### config.mk
export PLATFORM = sky130hd
export DESIGN_NAME = vtiming_gen_prog_flat
export DESIGN_NICKNAME = d
export VERILOG_FILES = /design/src/rtl/vtiming_gen_prog_if.sv /design/src/rtl/vtiming_gen_prog.sv /design/src/flat_wrapper.sv
export SDC_FILE = /design/constraint.sdc
export NUM_CORES = 1
export LEC_CHECK = 0
export BUFFER_PORTS_ARGS = -buffer_cell sky130_fd_sc_hd__buf_2
export CAP_MARGIN = 15
export CORE_UTILIZATION = 60
export CTS_CLUSTER_DIAMETER = 200
export CTS_CLUSTER_SIZE = 8
export DETAILED_ROUTE_END_ITERATION = 6
export PLACE_DENSITY = 0.81
export SLEW_MARGIN = 20
export SYNTH_ARGS = -nofsm -noshare
export SYNTH_HDL_FRONTEND = slang
export SYNTH_SLANG_ARGS = --single-unit
### constraint.sdc
create_clock -name pix_clk -period 6.84 [get_ports pix_clk]
set_input_delay 1.71 -clock pix_clk [delete_from_list [all_inputs] [get_ports pix_clk]]
set_output_delay 1.71 -clock pix_clk [all_outputs]
set_load 0.01 [all_outputs]
### src/rtl/vtiming_gen_prog_if.sv
// Configuration bus for vtiming_gen_prog: the shadow-register write port
// plus its pending/error status.
interface vtiming_gen_prog_if #(
    parameter int CNT_W = 11
);
    logic             cfg_wr;
    logic [CNT_W-1:0] cfg_active;
    logic [CNT_W-1:0] cfg_fp;
    logic [CNT_W-1:0] cfg_sync;
    logic [CNT_W-1:0] cfg_bp;
    logic             cfg_vpol;
    logic             cfg_pending;
    logic             cfg_err;

    modport master (
        output cfg_wr, cfg_active, cfg_fp, cfg_sync, cfg_bp, cfg_vpol,
        input  cfg_pending, cfg_err
    );

    modport slave (
        input  cfg_wr, cfg_active, cfg_fp, cfg_sync, cfg_bp, cfg_vpol,
        output cfg_pending, cfg_err
    );
endinterface

### src/rtl/vtiming_gen_prog.sv
// Programmable vertical timing generator.
// Line counter advanced by eol, VSYNC/visible decode, frame-boundary pulses,
// CDC toggles and a frame counter. Timing is written into a shadow set and
// only copied to the active set at the frame boundary, so a frame is never
// torn. Optional raster compare enabled by defining VTIMING_RASTER_CMP_EN.
module vtiming_gen_prog #(
    parameter int CNT_W       = 11,
    parameter int DEF_ACTIVE  = 480,
    parameter int DEF_FP      = 10,
    parameter int DEF_SYNC    = 2,
    parameter int DEF_BP      = 33,
    parameter int DEF_VPOL    = 0,
    parameter int FRAME_CNT_W = 16
) (
    input  logic                   pix_clk,
    input  logic                   rst,
    vtiming_gen_prog_if.slave      cfg_bus,
    input  logic                   eol,
    input  logic [CNT_W-1:0]       cmp_line,
    output logic [CNT_W-1:0]       v_cnt,
    output logic                   vsync,
    output logic                   v_visible,
    output logic                   eof,
    output logic                   vblank_start,
    output logic                   vblank_toggle,
    output logic                   eof_toggle,
    output logic [FRAME_CNT_W-1:0] frame_cnt,
    output logic                   line_match
);
    // Two extra bits so sums of four CNT_W fields never overflow.
    localparam int TW = CNT_W + 2;

    typedef struct packed {
        logic [CNT_W-1:0] active;
        logic [CNT_W-1:0] fp;
        logic [CNT_W-1:0] sync;
        logic [CNT_W-1:0] bp;
        logic             vpol;
    } vt_cfg_t;

    localparam vt_cfg_t DEF_CFG = '{
        active: CNT_W'(DEF_ACTIVE),
        fp:     CNT_W'(DEF_FP),
        sync:   CNT_W'(DEF_SYNC),
        bp:     CNT_W'(DEF_BP),
        vpol:   1'(DEF_VPOL)
    };

    function automatic logic [TW-1:0] total_of(input vt_cfg_t c);
        return TW'(c.active) + TW'(c.fp) + TW'(c.sync) + TW'(c.bp);
    endfunction

    vt_cfg_t       act_q, shd_q, req;
    logic          pending_q, err_q;
    logic [TW-1:0] total, sync_lo, sync_hi, vcnt_w;
    logic          insync, last_line, last_vis, req_ok, cfg_acc, apply;

    assign req = '{
        active: cfg_bus.cfg_active,
        fp:     cfg_bus.cfg_fp,
        sync:   cfg_bus.cfg_sync,
        bp:     cfg_bus.cfg_bp,
        vpol:   cfg_bus.cfg_vpol
    };

    assign total   = total_of(act_q);
    assign vcnt_w  = TW'(v_cnt);
    assign sync_lo = TW'(act_q.active) + TW'(act_q.fp);
    assign sync_hi = sync_lo + TW'(act_q.sync);

    // Active set always has active >= 1 and total >= 3, so the -1 terms
    // below never underflow.
    assign last_line = eol && (vcnt_w == total - TW'(1));
    assign last_vis  = eol && (v_cnt == act_q.active - CNT_W'(1));

    // fp = 0 is legal; a full 2^CNT_W-line frame is the largest accepted.
    assign req_ok  = (|req.active) && (|req.sync) && (|req.bp) &&
                     (total_of(req) <= (TW'(1) << CNT_W));
    assign cfg_acc = cfg_bus.cfg_wr && req_ok;
    assign apply   = last_line && pending_q;

    assign insync    = (vcnt_w >= sync_lo) && (vcnt_w < sync_hi);
    assign vsync     = act_q.vpol ? insync : ~insync;
    assign v_visible = (v_cnt < act_q.active);

    assign cfg_bus.cfg_pending = pending_q;
    assign cfg_bus.cfg_err     = err_q;

    // Shadow capture, boundary apply and write validation. On a coincident
    // accept+apply the active set takes the old shadow and the new write
    // stays pending for the following frame.
    always_ff @(posedge pix_clk or posedge rst) begin
        if (rst) begin
            act_q     <= DEF_CFG;
            shd_q     <= DEF_CFG;
            pending_q <= 1'b0;
            err_q     <= 1'b0;
        end else begin
            err_q <= cfg_bus.cfg_wr && !req_ok;
            if (apply)
                act_q <= shd_q;
            if (cfg_acc)
                shd_q <= req;
            if (cfg_acc)
                pending_q <= 1'b1;
            else if (apply)
                pending_q <= 1'b0;
        end
    end

    // Line counter: wraps on the last line's eol, holds otherwise.
    always_ff @(posedge pix_clk or posedge rst) begin
        if (rst)
            v_cnt <= '0;
        else if (last_line)
            v_cnt <= '0;
        else if (eol)
            v_cnt <= v_cnt + CNT_W'(1);
    end

    // Frame-boundary pulses, CDC toggles and frame counter.
    always_ff @(posedge pix_clk or posedge rst) begin
        if (rst) begin
            eof           <= 1'b0;
            vblank_start  <= 1'b0;
            eof_toggle    <= 1'b0;
            vblank_toggle <= 1'b0;
            frame_cnt     <= '0;
        end else begin
            eof          <= last_line;
            vblank_start <= last_vis;
            if (last_line) begin
                eof_toggle <= ~eof_toggle;
                frame_cnt  <= frame_cnt + FRAME_CNT_W'(1);
            end
            if (last_vis)
                vblank_toggle <= ~vblank_toggle;
        end
    end

`ifdef VTIMING_RASTER_CMP_EN
    // Raster compare against a live cmp_line; v_cnt < total, so an
    // out-of-range cmp_line can never match.
    always_ff @(posedge pix_clk or posedge rst) begin
        if (rst)
            line_match <= 1'b0;
        else
            line_match <= eol && (v_cnt == cmp_line);
    end
`else
    logic unused_cmp;
    assign unused_cmp = ^cmp_line;
    assign line_match = 1'b0;
`endif
endmodule

### src/flat_wrapper.sv
// flat-port wrapper written by rule: the top's interface ports become plain ports
module vtiming_gen_prog_flat 
#(
    parameter int CNT_W       = 11,
    parameter int DEF_ACTIVE  = 480,
    parameter int DEF_FP      = 10,
    parameter int DEF_SYNC    = 2,
    parameter int DEF_BP      = 33,
    parameter int DEF_VPOL    = 0,
    parameter int FRAME_CNT_W = 16
)
  (pix_clk, rst, eol, cmp_line, v_cnt, vsync, v_visible, eof, vblank_start, vblank_toggle, eof_toggle, frame_cnt, line_match, cfg_bus_cfg_wr, cfg_bus_cfg_active, cfg_bus_cfg_fp, cfg_bus_cfg_sync, cfg_bus_cfg_bp, cfg_bus_cfg_vpol, cfg_bus_cfg_pending, cfg_bus_cfg_err);
  vtiming_gen_prog_if #(.CNT_W(CNT_W)) cfg_bus_i ();
  input  logic pix_clk;
  input  logic rst;
  input  logic eol;
  input  logic [CNT_W-1:0] cmp_line;
  output logic [CNT_W-1:0] v_cnt;
  output logic vsync;
  output logic v_visible;
  output logic eof;
  output logic vblank_start;
  output logic vblank_toggle;
  output logic eof_toggle;
  output logic [FRAME_CNT_W-1:0] frame_cnt;
  output logic line_match;
  input wire logic [$bits(cfg_bus_i.cfg_wr)-1:0] cfg_bus_cfg_wr;
  input wire logic [$bits(cfg_bus_i.cfg_active)-1:0] cfg_bus_cfg_active;
  input wire logic [$bits(cfg_bus_i.cfg_fp)-1:0] cfg_bus_cfg_fp;
  input wire logic [$bits(cfg_bus_i.cfg_sync)-1:0] cfg_bus_cfg_sync;
  input wire logic [$bits(cfg_bus_i.cfg_bp)-1:0] cfg_bus_cfg_bp;
  input wire logic [$bits(cfg_bus_i.cfg_vpol)-1:0] cfg_bus_cfg_vpol;
  output wire logic [$bits(cfg_bus_i.cfg_pending)-1:0] cfg_bus_cfg_pending;
  output wire logic [$bits(cfg_bus_i.cfg_err)-1:0] cfg_bus_cfg_err;
  assign cfg_bus_i.cfg_wr = cfg_bus_cfg_wr;
  assign cfg_bus_i.cfg_active = cfg_bus_cfg_active;
  assign cfg_bus_i.cfg_fp = cfg_bus_cfg_fp;
  assign cfg_bus_i.cfg_sync = cfg_bus_cfg_sync;
  assign cfg_bus_i.cfg_bp = cfg_bus_cfg_bp;
  assign cfg_bus_i.cfg_vpol = cfg_bus_cfg_vpol;
  assign cfg_bus_cfg_pending = cfg_bus_i.cfg_pending;
  assign cfg_bus_cfg_err = cfg_bus_i.cfg_err;
  vtiming_gen_prog #(.CNT_W(CNT_W), .DEF_ACTIVE(DEF_ACTIVE), .DEF_FP(DEF_FP), .DEF_SYNC(DEF_SYNC), .DEF_BP(DEF_BP), .DEF_VPOL(DEF_VPOL), .FRAME_CNT_W(FRAME_CNT_W)) u_core (.pix_clk(pix_clk), .rst(rst), .cfg_bus(cfg_bus_i), .eol(eol), .cmp_line(cmp_line), .v_cnt(v_cnt), .vsync(vsync), .v_visible(v_visible), .eof(eof), .vblank_start(vblank_start), .vblank_toggle(vblank_toggle), .eof_toggle(eof_toggle), .frame_cnt(frame_cnt), .line_match(line_match));
endmodule
==> results of run 1 <==
==> sequential cells by signal, summed over array words and instances, names as in the netlist <==
signal,flops
u_core.vblank_toggle,1
u_core.eof_toggle,1
u_core.vblank_start,1
u_core.v_cnt,11
u_core.eof,1
u_core.frame_cnt,16
u_core.shd_q,45
u_core.cfg_bus.cfg_pending,1
u_core.act_q,45
u_core.cfg_bus.cfg_err,1
==> synthesized netlist by cell type, drive strengths merged (15+ instances only) <==
library cell / count
xor2: 32
dfrtp: 105
fa: 16
inv: 113
nand3: 27
mux2: 74
clkbuf: 15
nand2: 33
nor4: 15
xnor2: 57
dfstp: 18
a21oi: 44
o21ai: 45
nor2: 34
ha: 97
nand4: 17
==> routing by layer <==
layer	up-vias	track usage
li1	3308	-
met1	3414	0.395
met2	265	0.466
met3	70	0.0595
met4	0	0.127
met5	-	0
==> logic make-up (layout without fill, tap and decap cells) <==
kind of cell	after synthesis	in the layout
DFF	123	123
buffers and inverters	141	236
other	1	1
AOI/OAI and AO/OA	169	169
and+or+nand+nor	185	185
xor gates and xnor gates	89	89
muxes	75	75
adders and majority gates	115	115
==> through the flow <==
step / setup TNS [ps] / instance area, um2 / total power [uW]
finish: 0 / 10200 / 2790
global placement: 0 / 9510 / 1850
global route: -185 / 10200 / 2940
detailed placement: 0 / 9510 / 1890
CTS: 0 / 10100 / 2790
floorplan: 0 / 8940 / 1640
==> critical path, delay by kind of cell (launching register included) <==
family / cells / cell delay (ps)
compound gates: 12 / 2120
xor+xnor: 3 / 700
fa+ha+maj: 3 / 870
buf+inv: 1 / 170
flops: 1 / 570
simple gates: 1 / 90
==> power by group through the flow <==
stage / clock [uW] / combinational, uW / sequential [uW]
after floorplan: 0 / 637 / 1000
after global placement: 0 / 770 / 1080
after detailed placement: 0 / 800 / 1090
after CTS: 894 / 815 / 1080
after global routing: 932 / 904 / 1100
final: 886 / 814 / 1090
==> path summary, 6_finish.rpt <==
kind                                                       start  cells after the start                               end
worst max-delay path                u_core.act_q[24]$_DFFE_PP1P_                     20                             vsync
worst min-delay path            u_core.vblank_toggle$_DFFE_PP0P_                      1  u_core.vblank_toggle$_DFFE_PP0P_
worst max register to register      u_core.act_q[34]$_DFFE_PP0P_                     26      u_core.act_q[23]$_DFFE_PP0P_
worst min register to register  u_core.vblank_toggle$_DFFE_PP0P_                      1  u_core.vblank_toggle$_DFFE_PP0P_
max in group asynchronous                                    rst                      3  u_core.cfg_bus.cfg_err$_DFF_PP0_
min in group asynchronous                                    rst                      2  u_core.frame_cnt[15]$_DFFE_PP0N_
==> area by class of cell <==
cell class                      count  area [um2]  share of cell area
Clock buffer                       19         453              0.0445
Clock inverter                     13         131              0.0129
Inverter                          113         427              0.0419
Multi-Input combinational cell    634        5360               0.526
Sequential cell                   123        3100               0.304
Tap cell                          184         230              0.0226
Timing Repair Buffer               91         488              0.0479
==> timing repair <==
item                                    in CTS  in global routing
endpoints found under the setup margin       0                 26
hold endpoints to repair                     0                  0
gates resized for setup                      0                 15
setup buffers                                0                  2
==> results.tsv, run 1 <==
metric	value	unit
Rows	44	
Switch Pwr	932	uW
combinational family with the most area after synthesis	adder cells	
final net count	1153	
Initial Util	0.615	
Hold Slack	467	ps
WL met2	10200	um
clock network fraction of design power	0.318	
IO Pins	96	
DRT Pass-1 Iters	5	
post-synthesis adder-cell area fraction	0.174	
Hold-fix buffers, CTS	0	
CTS Buffer Depth	2	
CTS tree	yes	
area delta synth->final	14.0	%
Post-Syn Nets	1071	
Gate Count Post-Synth	898	
port bufs	83	
total CTS buffers	17	
highest metal layer with signal wires	met4	
Crit-path slowest cell	dfstp_2	
Fin Clk Skew	19.6	ps
antenna fix cells	0	
Int Pwr	1850	uW
vias per inst	6.00	
crit path launch type	register	
Worst Tran Pin Value	836	ps
simple logic cell fraction of the synthesized area	0.112	
metal3 WL	1250	um
combinational fraction of design power	0.292	
largest cells by area after synthesis	dfrtp_1 29%, ha_1 14%, mux2_2 6.0%, xnor2_1 5.6%, dfstp_2 5.3%	
leakage dissipation	0.00514	uW
clk sink count	123	
commonest non-fill, non-tap cell in the layout	inv_1	
GRT Total Usage	0.296	
share of layout cells above drive strength 1	0.218	
Synth Area in Compound Gates	0.121	
DR DRC count	0	
htree depth	4	
Tmin final	6640	ps
XOR/XNOR share of the synthesized area	0.0872	
pin count of the biggest net entering global routing	69	
flop2flop setup slack	600	ps
Max-slew headroom	0.442	
register area share after synthesis	0.347	
Die X	124	um
Final Cycle Share	0.971	
vias in the first global route	6778	
maximum vdd ir drop	0.000320	V
Metal-1 WL	9420	um
asr flop ratio synth	1.00	
Final Non-Filler Cells	1177	
Hold WC Path Type	register to register	
dpl hpwl	15500	um
Yosys warnings	0	
number of synthesized register bits	123	
Layout fillers	1080	
Detail Route Antenna Nets	0	
Post-Place Cells	1143	
Top FF cell, synth	dfrtp_1	
syn avg cell area	9.96	um2
status	complete, no violations	
Synth top area share	0.294	
final worst slack	195	ps
Place WS	359	ps
final hold violation count	0	
largest area contributor in the netlist	dfrtp_1	
Total Wirelength	21700	um
vias	7057	
WL per Instance	18.4	um
CP Cell Sequence	ha_1, a21o_1, a21oi_1, o21bai_1, a21oi_1, xnor2_1, ha_1, o21ai_0, nand2b_1, a31o_2, a21oi_2, o21ai_0, a21oi_1, xor2_1, ha_2, o2111ai_1, o211ai_1, a311oi_2, xnor2_1, buf_2	
Flop pwr share	0.390	
cell area after synthesis	8940	um2
post-synthesis mux area share	0.0943	
Req. time, crit path	5130	ps
Clock Root Buffer	clkbuf_16	
critical path class	register to primary output	
EDFF count, synth	0	
final setup fails	0	
Worst Path Arrival	4930	ps
CP peak stage delay	570	ps
switching share of total power	0.335	
Slew Limit Fails	0	
most frequent cells in the layout	112 x inv_1, 105 x dfrtp_1, 94 x ha_1	
GR Overflow Total	0	
die area	15400	um2
Worst Setup End Kind	primary output	
Maximum Capacitance Violations	0	
Yosys cell types	68	
pwr dens	273	nW/um2
RD Place Congestion	0.878	
first-pass GRT wire length	34100	um
Iter 0 DRT Violations	409	
Die Span Y	124	um
Final Util	0.701	
core area	14500	um2
fmax	150	MHz
clock-pin slew on the worst setup and hold paths	60	ps
crit-path most repeated cell	a21oi_1	
initial antenna violation count	0	
Worst-Skew Late Latency	430	ps
CP Max Fanout	6	
(Power assumes the default switching activity.)
==> run 2: changes to the inputs <==
--- a/config.mk
+++ b/config.mk
@@ -5,7 +5,7 @@
 export SDC_FILE = /design/constraint.sdc
 export NUM_CORES = 1
 export LEC_CHECK = 0
-export BUFFER_PORTS_ARGS = -buffer_cell sky130_fd_sc_hd__buf_2
+export BUFFER_PORTS_ARGS = -buffer_cell sky130_fd_sc_hd__clkbuf_2
 export CAP_MARGIN = 15
 export CORE_UTILIZATION = 60
 export CTS_CLUSTER_DIAMETER = 200
==> run 2 against run 1 <==
Net effect: cell count is essentially flat; global-route usage is 0.058 points lower; via count decreased by 1.5%; register-to-register slack improved by 20 ps; critical endpoint unchanged; sequential power is essentially flat.
==> results.tsv, run 2 (synthesis results as in run 1) <==
metric	value	unit	change
status	complete, no violations		
r2r endpoint	u_core.act_q[7]$_DFFE_PP0P_		
Iter 0 DRT Violations	522		+28%
IO Pins	96		unchanged
Total Wirelength	21500	um	-0.93%
Place WS	401	ps	+41.7 ps
clk sink count	123		unchanged
WL per Instance	18.2	um	-1.0%
final worst slack	190	ps	-4.99 ps
Hold EP	u_core.vblank_toggle$_DFFE_PP0P_		
leakage dissipation	0.00514	uW	about the same
final net count	1154		+0.087%
initial antenna violation count	0		unchanged
DRT Pass-1 Iters	5		unchanged
Worst Tran Pin Value	873	ps	+36.1 ps
core area	14500	um2	unchanged
final setup fails	0		unchanged
port bufs	83		unchanged
Worst Setup End Kind	primary output		
Die Span Y	124	um	unchanged
CTS Buffer Depth	2		unchanged
Max-slew headroom	0.418		-0.0240
antenna fix cells	0		unchanged
vias in the first global route	6650		-1.9%
Rows	44		unchanged
Hold-fix buffers, CTS	0		unchanged
Regs by FF count	u_core.act_q x45, u_core.shd_q x45, u_core.frame_cnt x16		
reg2reg path depth	26		unchanged
Hold Path Cell Cnt	1		unchanged
Tot Pwr	2840	uW	+1.9%
Req. time, crit path	5130	ps	about the same
DR DRC count	0		unchanged
dpl hpwl	15500	um	+0.28%
commonest non-fill, non-tap cell in the layout	inv_1		
worst hold path startpoint	u_core.vblank_toggle$_DFFE_PP0P_		
final hold violation count	0		unchanged
Worst-Skew Late Latency	430	ps	about the same
Initial Util	0.615		unchanged
Tmin final	6650	ps	+4.99 ps
CP Max Fanout	3		-3
Layout fillers	1076		-0.37%
pwr dens	279	nW/um2	+1.9%
maximum vdd ir drop	0.000313	V	-2.2%
flop2flop setup slack	620	ps	+20 ps
GRT Total Usage	0.295		-0.000582
vias per inst	5.90		-1.6%
Final Non-Filler Cells	1178		+0.085%
pin count of the biggest net entering global routing	71		+2.9%
CTS tree	yes		
Clock Root Buffer	clkbuf_16		
worst r2r src	u_core.act_q[34]$_DFFE_PP0P_		
crit path launch type	register		
Final Cycle Share	0.972		about the same
Post-Place Cells	1143		unchanged
RD Place Congestion	0.875		-0.35%
Fin Clk Skew	12.1	ps	-7.45 ps
Hold WC Path Type	register to register		
Worst Path Arrival	4940	ps	about the same
clock-pin slew on the worst setup and hold paths	60	ps	about the same
Detail Route Antenna Nets	0		unchanged
share of layout cells above drive strength 1	0.216		-0.00122
Slew Limit Fails	0		unchanged
most frequent cells in the layout	112 x inv_1, 105 x dfrtp_1, 95 x ha_1		
Die X	124	um	unchanged
total CTS buffers	17		unchanged
vias	6952		-1.5%
GR Overflow Total	0		unchanged
fmax	150	MHz	about the same
Setup TNS	0	ps	unchanged
htree depth	4		unchanged
first-pass GRT wire length	33900	um	-0.73%
die area	15400	um2	unchanged
area delta synth->final	13.9	%	about the same
Maximum Capacitance Violations	0		unchanged
critical path class	register to primary output		
-- run 2: how the worst max path moves through the flow --
| stage | endpoint | startpoint | cells past startpoint | slack [ps] |
|---|---|---|---|---|
| detailed placement | u_core.shd_q[43]$_DFFE_PP0P_ | cfg_bus_cfg_active[0] | 22 | 400 |
| floorplan | u_core.shd_q[2]$_DFFE_PP0P_ | cfg_bus_cfg_fp[0] | 21 | 880 |
| CTS | vsync | u_core.act_q[34]$_DFFE_PP0P_ | 21 | 80 |
| global route | vsync | u_core.act_q[34]$_DFFE_PP0P_ | 21 | -40 |
| finish | vsync | u_core.act_q[34]$_DFFE_PP0P_ | 19 | 190 |
| global placement | u_core.shd_q[2]$_DFFE_PP0P_ | cfg_bus_cfg_active[0] | 22 | 440 |
-- run 2: where the power goes --
| part | leakage, uW | internal, uW | switching, uW |
|---|---|---|---|
| Sequential | 0.00149 | 909 | 182 |
| Clock | 0.000290 | 585 | 350 |
| Combinational | 0.00336 | 415 | 396 |
-- run 2: metal layers --
metal  vias up  track usage  wire (um)
li1       3320            -          -
met1      3391        0.402       9840
met2       204        0.468      10000
met3        37       0.0527       1070
met4         0        0.112        542
met5         -            0          0
-- run 2: area by class of cell --
class / instances / area [um2] / area share
well taps: 184 / 230 / 0.0226
clock buffers: 19 / 443 / 0.0435
repair buffers: 92 / 495 / 0.0487
inverters: 113 / 427 / 0.0419
multi-input cells: 634 / 5320 / 0.522
clock inverters: 13 / 170 / 0.0167
flip-flops and latches: 123 / 3100 / 0.304
-- run 2: repair_timing --
item                                   in CTS  in global routing
pin swaps                                   0                  9
setup endpoints to repair                   1                 26
buffers inserted                            0                  3
endpoints found under the hold margin       0                  0
resized for setup                           2                  8
-- run 2: worst max-delay path: stages (launching register included) --
cell,delay (ps)
dfrtp_1,410
ha_1,220
fa_2,360
a21o_1,180
a21oi_2,190
xnor2_2,170
ha_1,310
a21oi_2,170
o21ai_0,120
xnor2_1,260
ha_1,310
nand3_1,90
o2111ai_1,130
maj3_1,370
a21oi_1,190
nor2_1,70
maj3_2,310
a311oi_2,280
xnor2_1,170
clkbuf_2,170
-- run 2: metrics by stage --
stage | util | cell area [um2] | hold WS [ps]
floorplan | - | 8940 | 459
global placement | 0.654 | 9510 | 455
detailed placement | 0.654 | 9510 | 466
CTS | 0.697 | 10100 | 478
global route | 0.701 | 10200 | 485
finish | 0.701 | 10200 | 475
